File: src/rtl/show_seg.sv
`default_nettype none
// ============================================================================
// Module      : show_seg
// Description : Eight-digit multiplexed hex display driver for a common-anode
//               seven-segment display. It shows each digit for SCAN_DIV clk
//               cycles in turn, digit 0 (rightmost) first. The 32-bit
//               display value is captured once per frame, so a change to
//               Leddata part-way through a frame does not tear the display.
//               Optional feature macro: LEADING_ZERO_BLANK_EN (blanks leading
//               zero digits above digit 0).
// Revision    : 1.0 - initial release
// ============================================================================
module show_seg #(
    parameter int SCAN_DIV = 100_000
) (
    input  logic        clk,
    input  logic        clr,
    input  logic [31:0] Leddata,
    output logic [7:0]  SEG,
    output logic [7:0]  AN
);

    // Last count value of a digit slot.
    localparam logic [23:0] TERM_CNT = 24'(SCAN_DIV - 1);

    // Active-low segment code with the decimal point (bit 7) held off.
    function automatic logic [7:0] hex_code(input logic [3:0] nib);
        logic [7:0] code;
        case (nib)
            4'h0:    code = 8'hC0;
            4'h1:    code = 8'hF9;
            4'h2:    code = 8'hA4;
            4'h3:    code = 8'hB0;
            4'h4:    code = 8'h99;
            4'h5:    code = 8'h92;
            4'h6:    code = 8'h82;
            4'h7:    code = 8'hF8;
            4'h8:    code = 8'h80;
            4'h9:    code = 8'h90;
            4'hA:    code = 8'h88;
            4'hB:    code = 8'h83;
            4'hC:    code = 8'hC6;
            4'hD:    code = 8'hA1;
            4'hE:    code = 8'h86;
            default: code = 8'h8E;
        endcase
        return code;
    endfunction

    logic [23:0] cnt;
    logic [2:0]  idx;
    logic [31:0] shd;
    logic        ld;

    logic [23:0] cnt_next;
    logic [2:0]  idx_next;
    logic [31:0] shd_next;
    logic        term;
    logic [3:0]  nib_next;
    logic        blank_next;
    logic [7:0]  seg_next;
    logic [7:0]  an_next;

    // Next-state scan position, frame capture and output decode.
    always_comb begin
        term = (cnt == TERM_CNT);

        if (ld) begin
            // The capture edge is the first cycle of digit 0, so the slot
            // counter starts from zero here and the first slot is full length.
            cnt_next = 24'd0;
            idx_next = 3'd0;
            shd_next = Leddata;
        end else begin
            cnt_next = term ? 24'd0 : cnt + 24'd1;
            idx_next = term ? idx + 3'd1 : idx;
            shd_next = (term && (idx == 3'd7)) ? Leddata : shd;
        end

        nib_next = shd_next[{idx_next, 2'b00} +: 4];

`ifdef LEADING_ZERO_BLANK_EN
        // A digit is blank when it and every digit above it are zero;
        // digit 0 always stays lit so a zero value still reads "0".
        blank_next = (idx_next != 3'd0) &&
                     ((shd_next >> {idx_next, 2'b00}) == 32'd0);
`else
        blank_next = 1'b0;
`endif

        if (blank_next) begin
            an_next  = 8'hFF;
            seg_next = 8'hFF;
        end else begin
            an_next  = ~(8'd1 << idx_next);
            seg_next = hex_code(nib_next);
        end
    end

    // Scan state and registered display outputs.
    always_ff @(posedge clk) begin
        if (clr) begin
            cnt <= 24'd0;
            idx <= 3'd0;
            shd <= 32'd0;
            ld  <= 1'b1;
            AN  <= 8'hFF;
            SEG <= 8'hFF;
        end else begin
            cnt <= cnt_next;
            idx <= idx_next;
            shd <= shd_next;
            ld  <= 1'b0;
            AN  <= an_next;
            SEG <= seg_next;
        end
    end

endmodule
`default_nettype wire

File: config.mk
export PLATFORM = sky130hd
export DESIGN_NAME = show_seg
export DESIGN_NICKNAME = d
export VERILOG_FILES = /design/src/rtl/show_seg.sv
export SDC_FILE = /design/constraint.sdc
export NUM_CORES = 1
export LEC_CHECK = 0
export BUFFER_PORTS_ARGS = -buffer_cell sky130_fd_sc_hd__buf_2
export CORE_ASPECT_RATIO = 0.8
export CORE_MARGIN = 2
export CORE_UTILIZATION = 55
export DETAILED_ROUTE_END_ITERATION = 8
export HOLD_SLACK_MARGIN = 0.03
export MAX_ROUTING_LAYER = met4
export PLACE_DENSITY = 0.82
export SYNTH_ARGS = -nofsm -noshare
export SYNTH_HDL_FRONTEND = slang
export SYNTH_SLANG_ARGS = --single-unit
export TNS_END_PERCENT = 10
File: constraint.sdc
create_clock -name clk -period 5.6 [get_ports clk]
set_clock_uncertainty 0.1 [all_clocks]
set_input_delay 1.12 -clock clk [delete_from_list [all_inputs] [get_ports clk]]
set_output_delay 1.12 -clock clk [all_outputs]
set_load 0.005 [all_outputs]
==> impl_table.tex <==
\begin{tabular}{lr}
\hline
Metric & Value \\
\hline
\multicolumn{2}{l}{\textbf{Placed design}} \\
Half-perimeter wire length after placement & between 4 and 5 mm \\
Count of placed standard cells including taps & roughly 460 \\
RePlAce Congestion & between 0.7 and 0.8 \\
Number of port buffers & 48 \\
\multicolumn{2}{l}{\textbf{GRT}} \\
Grt total ovfl & 0 \\
Pin count of the biggest net entering global routing & between 50 and 60 \\
Overall fraction of global-route tracks in use & a little under a quarter \\
Number of global-route vias before repair & around 2,500 \\
Wire length of the first global-routing pass & between 10 and 15 mm \\
Number of antenna violations at the first check in global routing & 0 \\
\multicolumn{2}{l}{\textbf{Floorplanning}} \\
Effective utilization at floorplan & a little under three fifths \\
Area inside the core boundary & about 5900 um2 \\
X dimension of the die & 90.8 um \\
IO Count & 50 \\
Full die area & around 6700 um2 \\
Chip Height & $\sim$73 um \\
Number of placement rows & 25 \\
\multicolumn{2}{l}{\textbf{Clocking}} \\
Sinks on the clock net & 75 \\
Clock buffer count from CTS & 9 \\
Number of hold buffers added after CTS & 0 \\
CTS root buf & clkbuf\_8 \\
Resized cells post-CTS & 0 \\
Clock latency on the worst-skew pair & between 300 and 400 ps \\
Post-CTS setup buffer count & 0 \\
CTS H-tree depth & 3 \\
Clock-pin transition on the worst setup and hold timing paths & $\sim$80 ps \\
Clock tree from TritonCTS & done \\
Maximum clock insertion buffer count & 2 \\
\multicolumn{2}{l}{\textbf{Setup path}} \\
Worst-path cell chain & ha\_1 > nand3\_2 > nor3\_1 > a41oi\_4 > buf\_4 > mux2i\_1 > o22ai\_1 > nor3\_1 > a21oi\_1 > inv\_1 > ha\_1 > inv\_1 > mux4\_2 > or2\_1 \\
Critical Path RT & between 5000 and 6000 ps \\
Setup Crit Path Kind & flop to flop \\
Start point of the critical path & cnt[0] \\
Cell class contributing the biggest share of worst-path delay & compound AO/OA/AOI/OAI gates \\
Source of the worst register-to-register timing path & cnt[0] \\
Crit end category & flop \\
Total buffers and inverters traversed by the critical path & 3 \\
Arrival @ worst endpoint & approximately 4600 ps \\
Worst-case reg-to-reg path depth & 14 \\
Type of element launching the critical path & flop \\
CP max stage cell & a41oi\_4 \\
CP peak stage delay & a little under 600 ps \\
Internal reg-to-reg setup slack & 1100 ps \\
End of the worst register-to-register path & SEG[3] \\
Max Fanout on Critical Path & 22 \\
\multicolumn{2}{l}{\textbf{Status}} \\
Outcome & finished clean \\
\multicolumn{2}{l}{\textbf{Finish}} \\
Fraction of final layout cells with drive strength greater than 1 & 18.4\% \\
Post-layout utilization of the core & 64.6\% \\
Final cell count without fillers & between 400 and 500 \\
Antenna diode count & 0 \\
Number of nets in the layout & 435 \\
Synthesis-to-layout area growth & 14.6\% \\
\multicolumn{2}{l}{\textbf{Synth}} \\
EDFF count, synth & 0 \\
Area share of the largest cell type after synthesis & 45.3\% \\
Most used DFF post-synth & dfxtp\_1 \\
Per-instance average area after synthesis & about 9.4 um2 \\
Synthesized net count & a little under 400 \\
Yosys warning count & 0 \\
Synthesized flop and latch total & 75 \\
Post-synthesis share of cell area spent on and, or, nand and nor gates & 19.6\% \\
Cell type with the highest aggregate area in the netlist & dfxtp\_1 \\
Netlist cell types & 45 \\
Netlist area before placement & roughly 3300 um2 \\
Complex-gate fraction of the synthesized area & 9.05\% \\
Adder-cell area share of the yosys netlist & between 3 and 4\% \\
Mux cell area share after synthesis & 13.1\% \\
XOR/XNOR Fraction of Synth Area & approximately 5.5\% \\
Share of flip-flops with an asynchronous set or reset & 0\% \\
Cell types with the largest area share after synthesis & dfxtp\_1, mux2i\_1, nor2\_1 \\
Number of cells produced by synthesis & about 350 \\
Share of synthesized area occupied by flip-flops and latches & around 45\% \\
Largest family of logic cells by synthesized area & simple AND/OR/NAND/NOR gates \\
\multicolumn{2}{l}{\textbf{Pwr}} \\
Power per cell area & approximately 290 nW/um2 \\
Worst IR drop on VDD & approximately 0.00019 V \\
Static leakage power & 0.00154 uW \\
\multicolumn{2}{l}{\textbf{Flow run}} \\
Max-Cap Viols & 0 \\
\multicolumn{2}{l}{\textbf{Timing}} \\
Final critical-path required period & around 4500 ps \\
Final max-slew violation count & 0 \\
Tcrit/Tclk final & around four fifths \\
Final Hold Vio Count & 0 \\
Slew of the pin with the lowest slew margin & 1040 ps \\
Worst relative slew slack & a little under a third \\
Count of endpoints failing setup in the final report & 0 \\
Sum of negative setup slack & 0 ps \\
Unrepaired setup endpoints after global routing & no \\
Peak clock frequency supported by timing & around 220 MHz \\
\multicolumn{2}{l}{\textbf{Hold path}} \\
Cells on Worst Hold Path & 1 \\
Critical hold path startpoint & cnt[0] \\
Hold crit path type & flop to flop \\
Capture endpoint of the worst hold path & cnt[0] \\
\multicolumn{2}{l}{\textbf{Detailed routing}} \\
Post-detailed-route via-to-cell ratio & roughly 5.5 \\
Final wirelength & around 7.0 mm \\
Residual antenna-violating net count after detailed routing & 0 \\
Number of DRC markers after the initial detailed-route iteration & 155 \\
\# DRC & 0 \\
Vias & 2,647 \\
Detailed Routing Iterations Pass 1 & 4 \\
Mean routed wirelength per cell & roughly 15 um \\
\hline
\end{tabular}
placed cells by master (no fill, tap or decap), types with 3 or more instances in the layout:
cell type and n:
mux2i_1 36, xnor2_1 9, nor2_1 67, nand4_1 5
a21oi_1 6, or3_1 10, and3_1 4, nor4_1 3
clkbuf_8 10, o22ai_1 15, o311ai_0 3, nand2b_1 5
a221o_1 3, o21ai_0 4, ha_1 9, a21o_1 4
xor2_1 12, buf_2 48, inv_1 9, nand2_1 8
dfxtp_1 75, nand3_1 11, nor3_1 10
how the worst max path moves through the flow:
| stage | to | slack [ps] | cells after the start |
|---|---|---|---|
| after floorplan | SEG[3] | 1880 | 15 |
| after global routing | SEG[3] | 680 | 14 |
| final | SEG[3] | 1100 | 14 |
| after CTS | SEG[3] | 1180 | 14 |
| after detailed placement | SEG[3] | 1190 | 14 |
| after global placement | SEG[3] | 1320 | 14 |
state kept, by name (all words and copies together) (netlist names):
signal  cells
ld          1
cnt        24
AN          8
idx         3
shd        32
SEG         7
report_power, final:
group,internal [uW],total (uW),leakage [uW],switching (uW)
Sequential,554,561,0.000614,6.92
Clock,261,458,0.000102,197
Combinational,46.1,101,0.000820,55.3
through the flow:
stage | hold WS (ps) | setup WS [ps] | cell area (um2) | total power [uW]
floorplan | 326 | 1880 | 3320 | 641
global placement | 342 | 1320 | 3580 | 669
detailed placement | 359 | 1190 | 3580 | 672
CTS | 377 | 1180 | 3800 | 1120
global route | 425 | 681 | 3800 | 1160
finish | 374 | 1100 | 3800 | 1120
routing by layer:
metal / vias up / share of wire (%) / track usage (%)
met5: - / 0 / -
met1: 1241 / 48 / 29.8
met2: 80 / 44 / 34.3
met3: 17 / 5.9 / 6.15
met4: 0 / 1.6 / 8.08
li1: 1309 / - / -
cells by family after synthesis:
family	count (synthesis)
simple gates	135
flops	75
compound gates	41
mux	40
buf+inv	30
xor+xnor	21
fa+ha+maj	9
other cells	1
synthesized netlist by cell type (4+ instances only):
cell type	n
and3_1	4
o22ai_1	15
o21ai_0	4
buf_2	5
xnor2_1	9
nand4_1	5
or3_1	10
inv_1	9
dfxtp_1	75
ha_1	9
mux2i_1	36
clkbuf_1	12
nand2_1	8
nand2b_1	5
nor2_1	67
xor2_1	12
a21oi_1	6
nand3_1	11
nor3_1	10
a21o_1	4
final cells by class:
class | instances | area [um2]
Sequential cell | 75 | 1500
Clock inverter | 4 | 75.1
Fill cell | 497 | 2080
Tap cell | 81 | 101
Clock buffer | 11 | 141
Multi-Input combinational cell | 247 | 1700
Timing Repair Buffer | 49 | 248
Inverter | 10 | 37.5
Note: power is estimated with default switching activity, not from simulation.
